File: config.mk
export PLATFORM = sky130hd
export DESIGN_NAME = mux_sel_sequencer
export DESIGN_NICKNAME = d
export VERILOG_FILES = /design/src/rtl/mux_sel_sequencer.sv
export SDC_FILE = /design/constraint.sdc
export NUM_CORES = 1
export LEC_CHECK = 0
export CAP_MARGIN = 10
export CORE_MARGIN = 5
export CORE_UTILIZATION = 35
export CTS_BUF_LIST = sky130_fd_sc_hd__clkbuf_4
export CTS_CLUSTER_DIAMETER = 40
export DETAILED_ROUTE_END_ITERATION = 8
export SLEW_MARGIN = 5
export SYNTH_ARGS = -nofsm -noshare
export SYNTH_HDL_FRONTEND = slang
export SYNTH_SLANG_ARGS = --single-unit
File: constraint.sdc
create_clock -name clk -period 2 [get_ports clk]
set_input_delay 0.2 -clock clk [delete_from_list [all_inputs] [get_ports clk]]
set_output_delay 0.2 -clock clk [all_outputs]
set_load 0.05 [all_outputs]
File: src/rtl/mux_sel_sequencer.sv
// mux_sel_sequencer
// Upstream controller for an 8:1 bit mux. It accepts a byte on a valid/ready
// handshake and drives it on mux_i. It then steps mux_s through all eight
// selects and samples mux_y once per step into a serial stream, with per-bit
// strobes and frame markers.
// Optional build macro: MUX_SEL_MSB_FIRST_EN. When defined, selects are
// stepped 7 down to 0 (MSB first). Otherwise they are stepped 0 up to 7.
module mux_sel_sequencer #(
  parameter int BIT_CYCLES = 1,   // clocks per select step, 1..256
  parameter int GAP_CYCLES = 0    // idle clocks after a frame, 0..255
) (
  input  logic       clk,
  input  logic       rst_n,
  input  logic       in_valid,
  output logic       in_ready,
  input  logic [7:0] in_data,
  output logic [7:0] mux_i,
  output logic [2:0] mux_s,
  input  logic       mux_y,
  output logic       bit_out,
  output logic       bit_valid,
  output logic       frame_start,
  output logic       frame_end,
  output logic       busy
);

  // Counter widths cover the full legal parameter ranges.
  localparam int STEP_W = $clog2(256 + 1);
  localparam int GAP_W  = $clog2(255 + 1);

  // Terminal values. Both compares are exact equality.
  localparam logic [STEP_W-1:0] STEP_LAST = STEP_W'(BIT_CYCLES - 1);
  localparam logic [GAP_W-1:0]  GAP_LAST  = (GAP_CYCLES > 0) ? GAP_W'(GAP_CYCLES - 1) : '0;

`ifdef MUX_SEL_MSB_FIRST_EN
  localparam logic [2:0] SEL_FIRST = 3'd7;
  localparam logic [2:0] SEL_LAST  = 3'd0;

  function automatic logic [2:0] next_sel(input logic [2:0] sel);
    return sel - 3'd1;
  endfunction
`else
  localparam logic [2:0] SEL_FIRST = 3'd0;
  localparam logic [2:0] SEL_LAST  = 3'd7;

  function automatic logic [2:0] next_sel(input logic [2:0] sel);
    return sel + 3'd1;
  endfunction
`endif

  typedef enum logic [1:0] {
    ST_IDLE  = 2'd0,
    ST_SHIFT = 2'd1,
    ST_GAP   = 2'd2
  } state_t;

  state_t              state_r;
  logic [STEP_W-1:0]   step_cnt_r;
  logic [GAP_W-1:0]    gap_cnt_r;
  logic [7:0]          mux_i_r;
  logic [2:0]          mux_s_r;
  logic                in_ready_r;
  logic                bit_out_r;
  logic                bit_valid_r;
  logic                frame_start_r;
  logic                frame_end_r;
  logic                busy_r;

  // Sequencer FSM: handshake, select stepping, sampling and frame pacing.
  always_ff @(posedge clk) begin
    if (!rst_n) begin
      state_r       <= ST_IDLE;
      step_cnt_r    <= '0;
      gap_cnt_r     <= '0;
      mux_i_r       <= 8'h00;
      mux_s_r       <= 3'd0;
      in_ready_r    <= 1'b1;
      bit_out_r     <= 1'b0;
      bit_valid_r   <= 1'b0;
      frame_start_r <= 1'b0;
      frame_end_r   <= 1'b0;
      busy_r        <= 1'b0;
    end else begin
      // The pulse outputs are high only on the clock after a capture.
      bit_valid_r   <= 1'b0;
      frame_start_r <= 1'b0;
      frame_end_r   <= 1'b0;
      case (state_r)
        ST_IDLE: begin
          if (in_valid) begin
            mux_i_r    <= in_data;
            mux_s_r    <= SEL_FIRST;
            step_cnt_r <= '0;
            in_ready_r <= 1'b0;
            busy_r     <= 1'b1;
            state_r    <= ST_SHIFT;
          end else begin
            in_ready_r <= 1'b1;
            busy_r     <= 1'b0;
          end
        end
        ST_SHIFT: begin
          if (step_cnt_r == STEP_LAST) begin
            // The sample is taken in the last clock of the step.
            step_cnt_r    <= '0;
            bit_out_r     <= mux_y;
            bit_valid_r   <= 1'b1;
            frame_start_r <= (mux_s_r == SEL_FIRST);
            frame_end_r   <= (mux_s_r == SEL_LAST);
            if (mux_s_r == SEL_LAST) begin
              // mux_s holds at its final select until the next accept.
              if (GAP_CYCLES == 0) begin
                state_r    <= ST_IDLE;
                in_ready_r <= 1'b1;
                busy_r     <= 1'b0;
              end else begin
                gap_cnt_r  <= '0;
                state_r    <= ST_GAP;
              end
            end else begin
              mux_s_r <= next_sel(mux_s_r);
            end
          end else begin
            step_cnt_r <= step_cnt_r + STEP_W'(1);
          end
        end
        ST_GAP: begin
          if (gap_cnt_r == GAP_LAST) begin
            gap_cnt_r  <= '0;
            state_r    <= ST_IDLE;
            in_ready_r <= 1'b1;
            busy_r     <= 1'b0;
          end else begin
            gap_cnt_r <= gap_cnt_r + GAP_W'(1);
          end
        end
        default: begin
          state_r    <= ST_IDLE;
          in_ready_r <= 1'b1;
          busy_r     <= 1'b0;
        end
      endcase
    end
  end

  assign in_ready    = in_ready_r;
  assign mux_i       = mux_i_r;
  assign mux_s       = mux_s_r;
  assign bit_out     = bit_out_r;
  assign bit_valid   = bit_valid_r;
  assign frame_start = frame_start_r;
  assign frame_end   = frame_end_r;
  assign busy        = busy_r;

endmodule

=== Word level (Yosys, flattened, before mapping) ===
Index checks and enable logic that the tools add are counted.

* Flip-flop bits (word level): 36
* Latch bits: 0
* Bits in writable memories: 0
* Bits in read-only memories: 0
* Input bits: 12
* Word-level logic and storage cells: 59
* Memories: 0

* Add/sub/neg operators: 3
* Multiply operators: 0
* Divide/modulo/power cells: 0
* $lt $le $gt $ge: 0
* Equality and inequality tests: 8
* Shifts and indexed selects: 0
* Muxes and demuxes: 24
* Bitwise operators: 0
* Reduce and logical (&&, ||, !) cells: 13

{| class="wikitable"
|+ Operators by type and width
! kind !! number
|-
| two-way mux 9 bit || 2
|-
| one-hot mux 9 bit (2 select lines) || 1
|-
| inequality test 2 bit, second input constant || 5
|-
| adder 9 x 1 -> 9 bit, second input constant || 1
|-
| zero test 9 bit || 1
|-
| two-way mux 1 bit || 9
|-
| two-way mux 3 bit || 3
|-
| adder 8 x 1 -> 8 bit, second input constant || 1
|-
| zero test 8 bit || 1
|-
| two-way mux 2 bit || 4
|-
| two-way mux 8 bit || 1
|-
| AND reduction 2 bit || 4
|-
| AND reduction 4 bit || 2
|-
| one-hot mux 1 bit (3 select lines) || 2
|-
| one-hot mux 2 bit (3 select lines) || 1
|-
| one-hot mux 3 bit (2 select lines) || 1
|-
| AND reduction 3 bit || 2
|-
| adder 3 x 1 -> 3 bit, second input constant || 1
|-
| equality test 3 bit, second input constant || 1
|-
| zero test 3 bit || 1
|-
| equality test 2 x 1 -> 1 bit, second input constant || 1
|-
| equality test 2 bit, second input constant || 1
|-
| zero test 2 bit || 1
|-
| nonzero test 2 bit || 1
|}

=== Logic depth before layout (Yosys ltp) ===
Gate-level depths: netlist of run 1.

* Depth in word-level cells: 4
* Mapped depth: 6
* Mapped depth without buffers: 6

=== Worst setup path before layout of run 1 ===
OpenSTA, ideal clock, no wires.

* Path type: reg-to-reg
* Start: register mux_s_r[0] (netlist: mux_s[0])
* End: register mux_s_r[1] (netlist: mux_s[1])
* Data arrival time: 1608 ps
* Required time: 1924 ps
* Path slack: 316 ps
* Stages on the path, launching flop included: 7
* Path buffers: 0
* Cells stage by stage: dfxtp_1 > ha_1 > ha_1 > nand2b_1 > a211oi_2 > a22oi_1 > o22ai_1

* Longest elaborated chain between the ends: 4
* Elaborated cells on any way between the ends: 7

{| class="wikitable"
|+ Ends and longest elaborated chain
! item !! RTL line !! source
|-
| start, declared || 61 || <nowiki>logic [2:0] mux_s_r;</nowiki>
|-
| start signal, assigned || 121 || <nowiki>mux_s_r <= next_sel(mux_s_r);</nowiki>
|-
| adder 3 x 1 -> 3 bit || 47 || <nowiki>return sel + 3'd1;</nowiki>
|-
| two-way mux 3 bit || 110 || <nowiki>if (mux_s_r == SEL_LAST) begin</nowiki>
|-
| two-way mux 3 bit || 103 || <nowiki>if (step_cnt_r == STEP_LAST) begin</nowiki>
|-
| one-hot mux 3 bit (2 select lines) || 88 || <nowiki>case (state_r)</nowiki>
|}

Several ways; a longest one is shown, not always the timed one. The select of a mux whose other input is x is not followed.
A chain may end at the register's enable or synchronous reset.

=== Worst setup path after layout of run 1 ===
* Start: register mux_s_r[2] (netlist: mux_s[2])
* End: output mux_s[2]

{| class="wikitable"
|+ RTL lines
! item !! RTL line !! source
|-
| end, declared || 18 || <nowiki>output logic [2:0] mux_s,</nowiki>
|}

No word-level cell between the ends.

==> summary.txt, run 1 <==
Routing
  – Antenna Violating Nets Remaining: 0
  – First-pass iteration count of the detailed router: 4
  – Total routed wirelength: 2806 µm
  – Vias per Instance: 5.027
  – DRC violation count after routing: 0
  – Initial detailed-routing violation count: 26
  – Total number of vias: approximately 1100
  – WL/cell: between 10 and 15 µm

Timing
  – Number of failing hold endpoints at the final stage: 0
  – Worst-case clock skew: 0.003981 ns
  – Upper clock frequency limit: 555.9 MHz
  – Slew at the pin closest to its max-slew limit: 0.5268 ns
  – Final total negative setup slack: 0 ns
  – Worst Hold Margin: 0.4007 ns
  – Post-route fraction of the period consumed by the critical path: 89.95%
  – Final setup violation count: 0
  – Worst slew margin relative to its limit: ~65%
  – Setup repair after global routing missed its margin: false
  – Slew Limit Fails: 0
  – Shortest period the worst path allows: about 1.8 ns

Worst setup path
  – Reg-to-Reg Start: step_cnt_r[0]
  – Stage delay of the slowest cell on the critical path: between 0.8 and 0.9 ns
  – Critical path launch point type: flip-flop
  – Path depth of the worst reg2reg path: 6
  – Category of the worst setup path capture point: output pin
  – Buffers & Inverters on Critical Path: 1
  – Critical R2R Capture: mux_s[1]
  – Cell with the largest stage delay on the worst path: clkdlybuf4s50_1
  – Worst-path maximum fanout: 5
  – Worst path arrival time: roughly 1.6 ns
  – Path length in cells of the critical path: 1
  – Required time at the worst-slack endpoint: approximately 1.8 ns
  – Delay-heaviest family, CP: buffers and inverters
  – Critical-path cell list: clkdlybuf4s50_1
  – Reg-to-reg slack, setup: about 0.35 ns
  – Type of the worst setup path: flip-flop to output pin

Yosys
  – Post-synthesis share of cell area spent on and, or, nand and nor gates: between 20% and 30%
  – Main combinational cell family by area after synthesis: simple AND/OR/NAND/NOR gates
  – Post-synthesis register bit count: 27
  – Mean post-synth cell area: slightly below 9 µm²
  – Synthesized-area fraction occupied by adder cells: 4.950%
  – Post-synthesis compound-gate area fraction: 20.99%
  – Leading register cell type out of synthesis: dfxtp_1
  – Cells after Synth: 145
  – Parity-gate share of the synthesized area counting xor and xnor cells: 0.6931%
  – Mux share of post-synthesis cell area: 0%
  – Number of unique standard cell types used by synthesis: 37
  – Ys Warns: 0
  – Synthesized cell area: about 0.0013 mm²
  – Fraction of synthesis flops using an asynchronous set or reset pin: 0%
  – Part of the Yosys area used for sequential elements: a little over two fifths
  – Net count of the mapped netlist: 162
  – Post-synth EDFFs: 0

GRT
  – Vias in the first global route: 1125
  – Initial antenna violation count: 0
  – First-pass GRT wire length: 4871 µm
  – Overflow after GRT: 0
  – Tot GR Track Use: about an eighth
  – Largest net degree at the start of global routing: 20

Clock tree
  – Clock tree root buffer cell: clkbuf_4
  – Clock latency on the worst-skew pair: 0.33 ns
  – Clock tree buffer depth: 2
  – Clock transition at path regs: between 0.1 and 0.15 ns
  – # Post-CTS Setup Buffers: 0
  – Hold-fix buffer count after cts: 0
  – CTS tree: built
  – TritonCTS Buffers: 3
  – Number of cells upsized or downsized after cts: 0
  – TritonCTS Sinks: 27
  – H-tree Lvls: 1

Hold path
  – Worst Hold End: mux_i[6]
  – Hold Path Class: input port to flip-flop
  – Worst Hold Launch: in_data[6]
  – Number of cells traversed by the worst hold path: 3

Floorplanning
  – Width of the die: 70.09 µm
  – DIE AREA: ~0.0049 mm²
  – Number of primary I/O pins: 29
  – Cell Rows: 21
  – Height of the chip: 70.09 µm
  – Effective utilization at floorplan: 37.00%
  – Core ar.: 0.003416 mm²

Finish
  – Most frequent standard cell in the layout excluding fill and tap cells: clkdlybuf4s50_1
  – Nets@finish: 193
  – Final-layout fill cell count: 342
  – Ant diodes: 0
  – Layout area overhead: 28.42%
  – Most frequent cells in the layout: 28 x clkdlybuf4s50_1, 27 x dfxtp_1, 25 x nand2_1
  – Post-layout util: 47.51%
  – Count of non-filler cells in the finished layout: between 200 and 250
  – Ratio of cells with drive above 1 in the final layout: 9.143%

Power and ir drop
  – Power per unit of standard cell area: a little under 700 mW/mm²
  – Final total power: roughly 0.0011 W
  – Worst ir drop on vdd: ~360 µV
  – Static Leakage: 0.6004 nW

Placement
  – Inst Count DP: 217
  – Count of buffers inserted at the top-level ports: 28
  – Final weighted congestion of routability-driven global placement: around 0.8
  – Half-perimeter wire length of the detailed placement result: 2144 µm

Job
  – Max-cap violations: 0

Run status
  – Status: finished clean
-- metrics by stage --
stage	setup WS (ns)	cell area, µm²
5_1_grt	0.1638	1623
3_3_place_gp	0.4288	1593
2_1_floorplan	0.3163	1264
6_report	0.2010	1623
3_5_place_dp	0.3806	1593
4_1_cts	0.1842	1623
-- per-layer routing --
metal  up-vias  GRT usage, %  wire [µm]
li1        573             -          -
met1       517         13.65       1236
met2        16         21.51       1405
met3         5         2.439        107
met4         0         5.745         57
met5         -             0          0
-- cell families (layout without fill, tap and decap cells) --
| family | count (synthesis) | in the layout |
|---|---|---|
| AND/OR/NAND/NOR | 59 | 59 |
| AO/OA/AOI/OAI | 40 | 40 |
| flip-flops | 27 | 27 |
| buffers and inverters | 13 | 43 |
| XOR/XNOR | 1 | 1 |
| adder cells (fa/ha/maj) | 5 | 5 |
-- area by class of cell --
cell class                      count  area [µm²]  share of cell area, %
Tap cell                           46       57.56                  3.547
Inverter                            7       26.28                  1.619
Timing Repair Buffer               32       310.3                  19.12
Multi-Input combinational cell    105       658.1                  40.56
Clock buffer                        4       30.03                  1.850
Sequential cell                    27       540.5                  33.31
-- Yosys cell counts (2+ instances only) --
cell type  count  area (µm²)
o21ai_1        4       20.02
nand3_1        5       25.02
a31oi_1        6       37.54
a22oi_1        2       15.01
nand2b_1       3       18.77
a21boi_1       3       22.52
a21oi_1        8       40.04
dfxtp_1       27       540.5
nor2b_1        4       25.02
o22ai_1        2       12.51
o211ai_1       2       15.01
a21boi_0       7       52.55
and3_1         2       12.51
nor2_1         5       18.77
nand4_1        2       12.51
buf_6          2       22.52
inv_1          7       26.28
nand2_1       25       93.84
nor3_1         5       25.02
clkbuf_1       3       11.26
ha_1           5       62.56
-- where the power goes --
part / total, W / internal (W) / leakage, nW / switching, W
Combinational: 0.000278 / 0.000108 / 0.362 / 0.000169
Clock: 0.000252 / 0.0000920 / 0.0184 / 0.000160
Sequential: 0.000597 / 0.000569 / 0.220 / 0.0000282
-- worst max-delay path by stage --
stage	startpoint	end	slack, ns
after global routing	mux_s[2]	mux_s[2]	0.16
final	mux_s[2]	mux_s[2]	0.20
after floorplan	mux_s[0]	mux_s[1]	0.32
after global placement	step_cnt_r[0]	mux_s[2]	0.43
after CTS	mux_s[2]	mux_s[2]	0.18
after detailed placement	step_cnt_r[0]	mux_s[1]	0.38
-- state kept, by name, indices dropped and copies added (netlist names) --
signal and cells:
bit_valid 1, in_ready 1, busy 1, step_cnt_r 9, mux_s 3, state_r 1
frame_start 1, frame_end 1, bit_out 1, mux_i 8
(Power assumes the default switching activity.)
==> run 2, diff against run 1 <==
--- a/config.mk
+++ b/config.mk
@@ -10,8 +10,11 @@
 export CORE_UTILIZATION = 35
 export CTS_BUF_LIST = sky130_fd_sc_hd__clkbuf_4
 export CTS_CLUSTER_DIAMETER = 40
+export CTS_CLUSTER_SIZE = 8
 export DETAILED_ROUTE_END_ITERATION = 8
+export PLACE_DENSITY = 0.58
 export SLEW_MARGIN = 5
 export SYNTH_ARGS = -nofsm -noshare
 export SYNTH_HDL_FRONTEND = slang
 export SYNTH_SLANG_ARGS = --single-unit
+export TNS_END_PERCENT = 100
==> summary.txt, run 2 (synthesized netlist as in run 1, its figures left out) <==
Run status
  – Status: finished clean

Worst setup path
  – Path depth of the worst reg2reg path: 6
  – Worst path arrival time: 1.58 ns
  – Reg-to-Reg Start: step_cnt_r[0]
  – Critical path launch point type: flip-flop
  – Required time at the worst-slack endpoint: 1.80 ns
  – Delay-heaviest family, CP: buffers and inverters
  – Critical-path cell list: clkdlybuf4s50_1
  – Category of the worst setup path capture point: output pin
  – Reg-to-reg slack, setup: 0.33 ns
  – Buffers & Inverters on Critical Path: 1
  – Type of the worst setup path: flip-flop to output pin
  – Worst-path maximum fanout: 5
  – Critical R2R Capture: mux_s[1]
  – Stage delay of the slowest cell on the critical path: 0.83 ns
  – Cell with the largest stage delay on the worst path: clkdlybuf4s50_1

Routing
  – WL/cell: 12.63 µm
  – DRC violation count after routing: 0
  – Initial detailed-routing violation count: 45
  – Antenna Violating Nets Remaining: 0
  – Total number of vias: 1116
  – Total routed wirelength: between 2000 and 3000 µm
  – First-pass iteration count of the detailed router: 4
  – Vias per Instance: 5.050

Timing
  – Worst slew margin relative to its limit: 65.63%
  – Worst-case clock skew: 0.004069 ns
  – Upper clock frequency limit: 561.5 MHz
  – Slew Limit Fails: 0
  – Setup repair after global routing missed its margin: false
  – Shortest period the worst path allows: roughly 1.8 ns
  – Final setup violation count: 0
  – Number of failing hold endpoints at the final stage: 0
  – Post-route fraction of the period consumed by the critical path: 89.04%
  – Final total negative setup slack: 0 ns
  – Slew at the pin closest to its max-slew limit: 0.5139 ns

Placement
  – Inst Count DP: 217
  – Half-perimeter wire length of the detailed placement result: 2137 µm
  – Final weighted congestion of routability-driven global placement: approximately 0.8
  – Count of buffers inserted at the top-level ports: 28

GRT
  – Overflow after GRT: 0
  – First-pass GRT wire length: between 4000 and 5000 µm
  – Tot GR Track Use: a little under an eighth
  – Vias in the first global route: ~1100
  – Largest net degree at the start of global routing: 20
  – Initial antenna violation count: 0

Floorplanning
  – DIE AREA: between 0.004 and 0.005 mm²
  – Effective utilization at floorplan: 37.00%
  – Height of the chip: 70.09 µm
  – Cell Rows: 21
  – Number of primary I/O pins: 29
  – Core ar.: about 0.0034 mm²
  – Width of the die: between 70 and 80 µm

Clock tree
  – TritonCTS Sinks: 27
  – TritonCTS Buffers: 3
  – Number of cells upsized or downsized after cts: 0
  – Clock tree root buffer cell: clkbuf_4
  – # Post-CTS Setup Buffers: 0
  – Hold-fix buffer count after cts: 0
  – CTS tree: built
  – Clock transition at path regs: 0.14 ns
  – Clock tree buffer depth: 2
  – H-tree Lvls: 1
  – Clock latency on the worst-skew pair: 0.33 ns

Finish
  – Number of flip-flops under the largest register name: 9
  – Ant diodes: 0
  – Post-layout util: a little under half
  – Top register by number of flip-flops: step_cnt_r
  – Count of non-filler cells in the finished layout: 221
  – Nets@finish: 193
  – Ratio of cells with drive above 1 in the final layout: 9.143%
  – Most frequent standard cell in the layout excluding fill and tap cells: clkdlybuf4s50_1
  – Most frequent cells in the layout: 28 x clkdlybuf4s50_1, 27 x dfxtp_1, 25 x nand2_1
  – Layout area overhead: 28.42%

Hold path
  – Worst Hold End: mux_i[6]
  – Number of cells traversed by the worst hold path: 3
  – Hold Path Class: input port to flip-flop
  – Worst Hold Launch: in_data[6]

Job
  – Max-cap violations: 0

Power and ir drop
  – Static Leakage: 0.6004 nW
  – Worst ir drop on vdd: 288.3 µV
  – Power per unit of standard cell area: 690.7 mW/mm²
## run 2: power breakdown
part / total, W / switching [W] / leakage, nW / internal (W)
clock network: 0.000248 / 0.000156 / 0.0184 / 0.0000918
registers: 0.000596 / 0.0000275 / 0.220 / 0.000569
logic: 0.000277 / 0.000169 / 0.362 / 0.000108
## run 2: cell type report
cell class	instances	area [µm²]
clock buffers	4	30.03
fillers	340	1793
inverters	7	26.28
multi-input cells	105	658.1
flip-flops and latches	27	540.5
well taps	46	57.56
repair buffers	32	310.3
## run 2: routing by layer
layer | vias to the layer above | GRT usage (%) | share of wire (%)
li1 | 569 | - | -
met5 | - | 0 | 0
met2 | 17 | 20.15 | 49
met1 | 525 | 13.72 | 45
met4 | 0 | 5.106 | 1.8
met3 | 5 | 2.726 | 4.3
## run 2: worst max-delay path by stage
stage | endpoint | start | depth (start not counted)
2_1_floorplan | mux_s[1] | mux_s[0] | 6
3_5_place_dp | mux_s[1] | step_cnt_r[0] | 6
3_3_place_gp | mux_s[2] | step_cnt_r[0] | 6
5_1_grt | mux_s[2] | mux_s[2] | 1
6_report | mux_s[1] | mux_s[1] | 1
4_1_cts | mux_s[0] | mux_s[0] | 1
## run 2: worst reg2reg max path: stages, from the launching register on
cell,delay (ns)
dfxtp_1,0.35
inv_1,0.09
ha_1,0.16
nor4b_2,0.40
nand2_2,0.23
a22oi_1,0.25
o22ai_1,0.10
## run 2: per-stage QoR
stage	total power (W)	setup slack [ns]	hold WS (ns)	instance area, µm²
6_report	0.001121	0.2192	0.3966	1623
5_1_grt	0.001162	0.1824	0.4257	1623
4_1_cts	0.001135	0.2131	0.3969	1623
3_5_place_dp	0.0008890	0.3348	0.4488	1593
3_3_place_gp	0.0008867	0.4229	0.4433	1593
2_1_floorplan	0.0007818	0.3163	0.3349	1264
